$ cat src/rtl/immediate_decoder_pipe.sv
// immediate_decoder_pipe
//   Elastic, pipelined immediate generator sitting between fetch and the
//   register-read/ALU stages. The instruction format is decoded from the
//   opcode, unless the caller forces a format. The immediate is extracted,
//   extended to XLEN bits, and pushed through PIPE_DEPTH register stages.
//   Each stage has valid/ready flow control, so the block sustains one beat
//   per cycle and holds its outputs stable while stalled.
//
// Parameters
//   XLEN        output immediate width, 32 or 64
//   PIPE_DEPTH  number of register stages (1..4); latency in cycles
//
// Ports
//   clk           rising-edge clock
//   rst           synchronous active-high reset; flushes every stage
//   in_valid      input beat present
//   in_ready      block accepts a beat this cycle (0 while rst=1)
//   in_instr      raw 32-bit instruction word
//   in_fmt_force  1: use in_fmt instead of the opcode decode
//   in_fmt        forced format code
//   out_valid     output beat present
//   out_ready     downstream accepts the beat
//   out_imm       extended immediate
//   out_fmt       0 R/none, 1 I, 2 S, 3 B, 4 U, 5 J, 6 SHAMT, 7 ZIMM
//   out_illegal   opcode not recognised (auto-decode mode only)

module immediate_decoder_pipe #(
  parameter int unsigned XLEN       = 32,
  parameter int unsigned PIPE_DEPTH = 2
) (
  input  logic            clk,
  input  logic            rst,
  input  logic            in_valid,
  output logic            in_ready,
  input  logic [31:0]     in_instr,
  input  logic            in_fmt_force,
  input  logic [2:0]      in_fmt,
  output logic            out_valid,
  input  logic            out_ready,
  output logic [XLEN-1:0] out_imm,
  output logic [2:0]      out_fmt,
  output logic            out_illegal
);

  typedef enum logic [2:0] {
    FMT_NONE  = 3'd0,
    FMT_I     = 3'd1,
    FMT_S     = 3'd2,
    FMT_B     = 3'd3,
    FMT_U     = 3'd4,
    FMT_J     = 3'd5,
    FMT_SHAMT = 3'd6,
    FMT_ZIMM  = 3'd7
  } fmt_e;

  localparam logic [6:0] OP_LOAD   = 7'b0000011;
  localparam logic [6:0] OP_IMM    = 7'b0010011;
  localparam logic [6:0] OP_AUIPC  = 7'b0010111;
  localparam logic [6:0] OP_STORE  = 7'b0100011;
  localparam logic [6:0] OP_REG    = 7'b0110011;
  localparam logic [6:0] OP_LUI    = 7'b0110111;
  localparam logic [6:0] OP_REG32  = 7'b0111011;
  localparam logic [6:0] OP_BRANCH = 7'b1100011;
  localparam logic [6:0] OP_JALR   = 7'b1100111;
  localparam logic [6:0] OP_JAL    = 7'b1101111;
  localparam logic [6:0] OP_SYSTEM = 7'b1110011;

  // ---------------------------------------------------------------------
  // Decode (combinational, in front of stage 0)
  // ---------------------------------------------------------------------
  logic [6:0]      opcode;
  logic [2:0]      funct3;
  fmt_e            auto_fmt;
  logic            auto_illegal;
  fmt_e            dec_fmt;
  logic            dec_illegal;
  logic [XLEN-1:0] dec_imm;

  logic [XLEN-1:0] imm_i;
  logic [XLEN-1:0] imm_s;
  logic [XLEN-1:0] imm_b;
  logic [XLEN-1:0] imm_u;
  logic [XLEN-1:0] imm_j;
  logic [XLEN-1:0] imm_shamt;
  logic [XLEN-1:0] imm_zimm;

  assign opcode = in_instr[6:0];
  assign funct3 = in_instr[14:12];

  always_comb begin
    auto_fmt     = FMT_NONE;
    auto_illegal = 1'b0;
    case (opcode)
      OP_IMM: begin
        if (funct3 == 3'b001 || funct3 == 3'b101) begin
          auto_fmt = FMT_SHAMT;
        end else begin
          auto_fmt = FMT_I;
        end
      end
      OP_LOAD, OP_JALR: auto_fmt = FMT_I;
      OP_SYSTEM:        auto_fmt = funct3[2] ? FMT_ZIMM : FMT_I;
      OP_STORE:         auto_fmt = FMT_S;
      OP_BRANCH:        auto_fmt = FMT_B;
      OP_LUI, OP_AUIPC: auto_fmt = FMT_U;
      OP_JAL:           auto_fmt = FMT_J;
      OP_REG, OP_REG32: auto_fmt = FMT_NONE;
      default: begin
        auto_fmt     = FMT_NONE;
        auto_illegal = 1'b1;
      end
    endcase
  end

  always_comb begin
    dec_fmt     = auto_fmt;
    dec_illegal = auto_illegal;
    if (in_fmt_force) begin
      dec_fmt     = fmt_e'(in_fmt);
      dec_illegal = 1'b0;
    end
  end

  // Size casts of signed operands sign-extend from instr[31] at any XLEN.
  assign imm_i = XLEN'($signed(in_instr[31:20]));
  assign imm_s = XLEN'($signed({in_instr[31:25], in_instr[11:7]}));
  assign imm_b = XLEN'($signed({in_instr[31], in_instr[7], in_instr[30:25],
                                in_instr[11:8], 1'b0}));
  assign imm_u = XLEN'($signed({in_instr[31:12], 12'b0}));
  assign imm_j = XLEN'($signed({in_instr[31], in_instr[19:12], in_instr[20],
                                in_instr[30:21], 1'b0}));
  assign imm_shamt = (XLEN == 64) ? XLEN'(in_instr[25:20]) : XLEN'(in_instr[24:20]);
  assign imm_zimm  = XLEN'(in_instr[19:15]);

  always_comb begin
    dec_imm = '0;
    case (dec_fmt)
      FMT_I:     dec_imm = imm_i;
      FMT_S:     dec_imm = imm_s;
      FMT_B:     dec_imm = imm_b;
      FMT_U:     dec_imm = imm_u;
      FMT_J:     dec_imm = imm_j;
      FMT_SHAMT: dec_imm = imm_shamt;
      FMT_ZIMM:  dec_imm = imm_zimm;
      default:   dec_imm = '0;
    endcase
  end

  // ---------------------------------------------------------------------
  // Elastic pipeline
  // ---------------------------------------------------------------------
  logic [PIPE_DEPTH:0]   ready;
  logic [PIPE_DEPTH-1:0] stg_valid;
  logic [PIPE_DEPTH-1:0] stg_illegal;
  logic [XLEN-1:0]       stg_imm [PIPE_DEPTH];
  fmt_e                  stg_fmt [PIPE_DEPTH];

  assign ready[PIPE_DEPTH] = out_ready;

  for (genvar k = 0; k < PIPE_DEPTH; k++) begin : g_stage
    logic            up_valid;
    logic [XLEN-1:0] up_imm;
    fmt_e            up_fmt;
    logic            up_illegal;

    logic            valid_q;
    logic [XLEN-1:0] imm_q;
    fmt_e            fmt_q;
    logic            illegal_q;

    if (k == 0) begin : g_head
      assign up_valid   = in_valid;
      assign up_imm     = dec_imm;
      assign up_fmt     = dec_fmt;
      assign up_illegal = dec_illegal;
    end else begin : g_body
      assign up_valid   = stg_valid[k-1];
      assign up_imm     = stg_imm[k-1];
      assign up_fmt     = stg_fmt[k-1];
      assign up_illegal = stg_illegal[k-1];
    end

    // A stage may load whenever it is empty or its own content moves on
    // this cycle, so bubbles collapse and a full pipe still streams.
    assign ready[k] = !valid_q | ready[k+1];

    always_ff @(posedge clk) begin
      if (rst) begin
        valid_q   <= 1'b0;
        imm_q     <= '0;
        fmt_q     <= FMT_NONE;
        illegal_q <= 1'b0;
      end else if (ready[k]) begin
        valid_q <= up_valid;
        // Payload only follows real beats; idle input never disturbs it.
        if (up_valid) begin
          imm_q     <= up_imm;
          fmt_q     <= up_fmt;
          illegal_q <= up_illegal;
        end
      end
    end

    assign stg_valid[k]   = valid_q;
    assign stg_imm[k]     = imm_q;
    assign stg_fmt[k]     = fmt_q;
    assign stg_illegal[k] = illegal_q;
  end

  assign in_ready    = ready[0] & ~rst;
  assign out_valid   = stg_valid[PIPE_DEPTH-1];
  assign out_imm     = stg_imm[PIPE_DEPTH-1];
  assign out_fmt     = stg_fmt[PIPE_DEPTH-1];
  assign out_illegal = stg_illegal[PIPE_DEPTH-1];

endmodule
$ cat config.mk
export PLATFORM = sky130hd
export DESIGN_NAME = immediate_decoder_pipe
export DESIGN_NICKNAME = d
export VERILOG_FILES = /design/src/rtl/immediate_decoder_pipe.sv
export SDC_FILE = /design/constraint.sdc
export NUM_CORES = 1
export LEC_CHECK = 0
export ABC_AREA = 1
export ABC_CLOCK_PERIOD_IN_PS = 2050
export CAP_MARGIN = 40
export CORE_AREA = 2 2 110 112
export CTS_BUF_LIST = sky130_fd_sc_hd__clkbuf_8 sky130_fd_sc_hd__clkbuf_16
export CTS_CLUSTER_SIZE = 16
export DETAILED_ROUTE_END_ITERATION = 6
export DIE_AREA = 0 0 112 114
export RECOVER_POWER = 25
export SLEW_MARGIN = 0
export SYNTH_ARGS = -nofsm -noshare
export SYNTH_HDL_FRONTEND = slang
export SYNTH_SLANG_ARGS = --single-unit
export TNS_END_PERCENT = 100
$ cat constraint.sdc
create_clock -name clk -period 2.05 [get_ports clk]
set_input_delay 0.3075 -clock clk [delete_from_list [all_inputs] [get_ports clk]]
set_output_delay 0.3075 -clock clk [all_outputs]
set_load 0.01 [all_outputs]
==> run_summary.xml <==
<?xml version="1.0" encoding="UTF-8"?>
<metrics>
  <group name="synthesis">
    <metric name="synth_sequential_area_ratio" unit="%">43.9</metric>
    <metric name="netlist_top_cells_area" unit="">dfxtp_1 44%, nand2_1 15%, nor2_1 8.8%</metric>
    <metric name="synth_top_cell_area_share" unit="%">43.9</metric>
    <metric name="syn_inst" unit="">478</metric>
    <metric name="postSynthNetCount" unit="">518</metric>
    <metric name="largest_family_of_logic_cells_by_synthesized_area" unit="">simple AND/OR/NAND/NOR gates</metric>
    <metric name="top_cell_types_by_occurrence_after_synthesis" unit="">138 x nand2_1, 79 x nor2_1, 74 x dfxtp_1</metric>
    <metric name="post_synth_fa_ha_maj_area_fraction" unit="%">0</metric>
    <metric name="yosysWarnings" unit="">0</metric>
    <metric name="synth_area" unit="mm^2">0.00337</metric>
    <metric name="yosysMostFrequentCell" unit="">nand2_1</metric>
    <metric name="post_synth_mux_area_share" unit="%">0</metric>
    <metric name="synth_enable_flop_cells" unit="">0</metric>
    <metric name="yosys.cell_types.count" unit="">28</metric>
    <metric name="yosys.area_share.simple" unit="%">33.6</metric>
    <metric name="ys_async_sr_fraction" unit="%">0</metric>
    <metric name="yosys_register_bits" unit="">74</metric>
    <metric name="yosys_most_used_dff" unit="">dfxtp_1</metric>
    <metric name="synth_compound_area_share" unit="%">15.5</metric>
    <metric name="synth_xor_xnor_area_share" unit="%">0</metric>
    <metric name="synthesis.area_per_instance" unit="um^2">7.06</metric>
    <metric name="synthDominantAreaCellType" unit="">dfxtp_1</metric>
  </group>
  <group name="floorplan">
    <metric name="floorplan.initialDensity" unit="%">28.8</metric>
    <metric name="placeable_core_region" unit="mm^2">0.0117</metric>
    <metric name="fp.dieW" unit="um">112</metric>
    <metric name="fp.dieH" unit="um">114</metric>
    <metric name="core.rowCount" unit="">40</metric>
    <metric name="ios" unit="">78</metric>
    <metric name="fp.dieArea" unit="mm^2">0.0128</metric>
  </group>
  <group name="cells_and_area">
    <metric name="final_area" unit="mm^2">0.00494</metric>
    <metric name="register_area" unit="mm^2">0.00148</metric>
    <metric name="layout.filler_cells" unit="">1210</metric>
    <metric name="finalCoreUtilization" unit="%">42.2</metric>
    <metric name="multi_input_area" unit="mm^2">0.00174</metric>
    <metric name="nNetsFinal" unit="">621</metric>
    <metric name="area_grow_syn2layout" unit="%">46.5</metric>
    <metric name="layout_cell_share_with_drive_strength_beyond_1" unit="%">18.9</metric>
    <metric name="n_diodes" unit="">0</metric>
  </group>
  <group name="route">
    <metric name="post_drt_via_cell_ratio" unit="">4.50</metric>
    <metric name="drt_drc_violations_left" unit="">0</metric>
    <metric name="drt-pass1-iter-count" unit="">4</metric>
    <metric name="ant_nets" unit="">0</metric>
    <metric name="detail_route.wl_per_cell" unit="um">12.5</metric>
    <metric name="detailroute.via_count" unit="">3300</metric>
    <metric name="detailedRoute.firstIterationViolations" unit="">183</metric>
    <metric name="route.final.wire_length" unit="um">9200</metric>
  </group>
  <group name="critical_path">
    <metric name="timing.critical_path.fanout_max" unit="">3</metric>
    <metric name="critPathKind" unit="">in -&gt; out</metric>
    <metric name="crit_required" unit="ns">1.74</metric>
    <metric name="timing.critical_path.from_type" unit="">primary input</metric>
    <metric name="worst_ep_arrival_time" unit="ns">1.61</metric>
    <metric name="timing.critical_path.to_type" unit="">output pin</metric>
  </group>
  <group name="global_route">
    <metric name="grt_antenna_before_repair" unit="">0</metric>
    <metric name="globalRouteOverflowTotal" unit="">0</metric>
    <metric name="grt_pass1_wl" unit="um">15300</metric>
    <metric name="pin_count_of_the_biggest_net_entering_global_routing" unit="">38</metric>
    <metric name="grt_pass1_vias" unit="">3168</metric>
    <metric name="grt_overall_usage" unit="%">15.0</metric>
  </group>
  <group name="clock_tree">
    <metric name="clock_latency_of_the_later_clocked_register_in_the_worst_skew_pair" unit="ns">0.33</metric>
    <metric name="cts_inserted_buffers" unit="">9</metric>
    <metric name="cts_num_sinks" unit="">74</metric>
    <metric name="clkSlewWorstSetupHoldPaths" unit="ns">0.06</metric>
    <metric name="max-clock-path-buffers" unit="">2</metric>
    <metric name="clockRootBuffer" unit="">clkbuf_16</metric>
    <metric name="ctsHtreeMaxLevel" unit="">3</metric>
    <metric name="tritoncts" unit="">done</metric>
  </group>
  <group name="sta">
    <metric name="worst-slew-pin-transition" unit="ns">0.607</metric>
    <metric name="setup-violations-final" unit="">0</metric>
    <metric name="grt_setup_unrepaired" unit="">no</metric>
    <metric name="achievable-frequency" unit="MHz">522</metric>
    <metric name="worst_clock_skew" unit="ns">0.00441</metric>
    <metric name="finalWorstSetupSlack" unit="ns">0.133</metric>
    <metric name="report.final.hold_viol_count" unit="">0</metric>
    <metric name="post-route-min-period" unit="ns">1.92</metric>
    <metric name="drv_slew" unit="">0</metric>
    <metric name="timing.max_slew.rel_slack" unit="%">59.5</metric>
    <metric name="layout_worst_path_cycle_share" unit="%">93.5</metric>
    <metric name="setup_total_negative_slack" unit="ns">0</metric>
  </group>
  <group name="placement">
    <metric name="port_buffers" unit="">77</metric>
    <metric name="placement.cell_area" unit="mm^2">0.00444</metric>
    <metric name="dp_hpwl" unit="um">7040</metric>
    <metric name="globalplace.congestion" unit="">0.872</metric>
    <metric name="detailedPlace.worstSlack" unit="ns">-0.328</metric>
  </group>
  <group name="power">
    <metric name="pleak" unit="nW">2.12</metric>
    <metric name="power_frac_comb" unit="%">17.3</metric>
    <metric name="pwr_density" unit="mW/mm^2">761</metric>
    <metric name="clock_power_share" unit="%">41.1</metric>
    <metric name="p_switching" unit="W">0.000980</metric>
    <metric name="internal_power" unit="W">0.00278</metric>
    <metric name="power.share.switching" unit="%">26.1</metric>
    <metric name="power.sequential.fraction" unit="%">41.6</metric>
    <metric name="worst_ir_drop_vdd" unit="V">0.000336</metric>
  </group>
  <group name="flow_run">
    <metric name="timing.max_cap.violations" unit="">0</metric>
  </group>
  <group name="hold_path">
    <metric name="worstHoldPathType" unit="">reg -&gt; reg</metric>
  </group>
  <group name="status">
    <metric name="result_of_the_run" unit="">complete, no violations</metric>
  </group>
</metrics>
-- state kept, by name, indices dropped and copies added (netlist names) --
name / count
g_stage.valid_q: 1
out_illegal: 1
g_stage.illegal_q: 1
out_fmt: 3
out_valid: 1
g_stage.fmt_q: 3
g_stage.imm_q: 32
out_imm: 32
-- path summary, 6_finish.rpt --
check | from | endpoint | slack [ns] | cells after the start
worst max register to register | out_valid | g_stage[0].fmt_q[0] | 0.51 | 6
worst max-delay path | out_ready | in_ready | 0.13 | 6
worst min-delay path | g_stage[0].fmt_q[1] | out_fmt[1] | 0.46 | 2
worst min register to register | g_stage[0].fmt_q[1] | out_fmt[1] | 0.46 | 2
-- power by group through the flow --
stage          Clock [W]  Combinational, W  Sequential (W)
2_1_floorplan          0          0.000298         0.00161
3_3_place_gp           0          0.000610         0.00160
3_5_place_dp           0          0.000613         0.00160
4_1_cts          0.00159          0.000616         0.00157
5_1_grt          0.00166          0.000723         0.00157
6_report         0.00154          0.000649         0.00156
-- per-layer routing --
metal | global-route usage, % | vias to the layer above | part of all wire, %
li1 | - | 1740 | -
met1 | 19.5 | 1481 | 47
met2 | 24.2 | 73 | 47
met3 | 4.04 | 6 | 4.8
met4 | 4.88 | 0 | 1.0
met5 | 0 | - | 0
-- cell families after synthesis --
family	count (synthesis)
buffers and inverters	52
AOI/OAI and AO/OA	86
DFF	74
and+or+nand+nor	266
-- layout make-up --
| cell class | instances | share of cell area (%) |
|---|---|---|
| Clock inverter | 7 | 1.39 |
| Sequential cell | 74 | 30.0 |
| Tap cell | 147 | 3.72 |
| Clock buffer | 9 | 4.56 |
| Inverter | 25 | 2.05 |
| Multi-Input combinational cell | 352 | 35.2 |
| Timing Repair Buffer | 119 | 23.0 |
-- cell usage in the layout (no fill, tap or decap), drive strengths merged --
cell / synthesis / routed
o211ai: 2 / 2
o21ai: 42 / 42
dlymetal6s2s: 0 / 7
nand4: 5 / 5
nor3: 2 / 2
clkinv: 1 / 4
o311ai: 1 / 1
clkdlybuf4s50: 0 / 70
a21boi: 1 / 1
a21oi: 40 / 40
nand3: 28 / 28
dfxtp: 74 / 74
nand2: 147 / 147
clkinvlp: 0 / 2
inv: 24 / 25
clkbuf: 16 / 13
bufinv: 0 / 1
nor2: 84 / 84
buf: 11 / 38
-- per-stage QoR --
stage                     hold slack, ns  cells  power (W)
after global placement             0.452    707    0.00221
after floorplan                    0.430    478    0.00191
final                              0.461    733    0.00376
after detailed placement           0.452    707    0.00221
after CTS                          0.460    723    0.00377
after global routing               0.482    733    0.00395
-- worst max-delay path, cell delays in order --
cell and delay, ns:
clkdlybuf4s50_1 0.48, inv_1 0.06, nand3_1 0.10, nand2_1 0.08, inv_1 0.06, clkdlybuf4s50_1 0.52
-- timing repair --
action / in CTS / in global routing
hold buffers: 0 / 0
setup endpoints to repair: 0 / 33
buffers inserted: 0 / 9
gates resized for setup: 0 / 39
No activity file was read; power rests on OpenSTA's default activity.
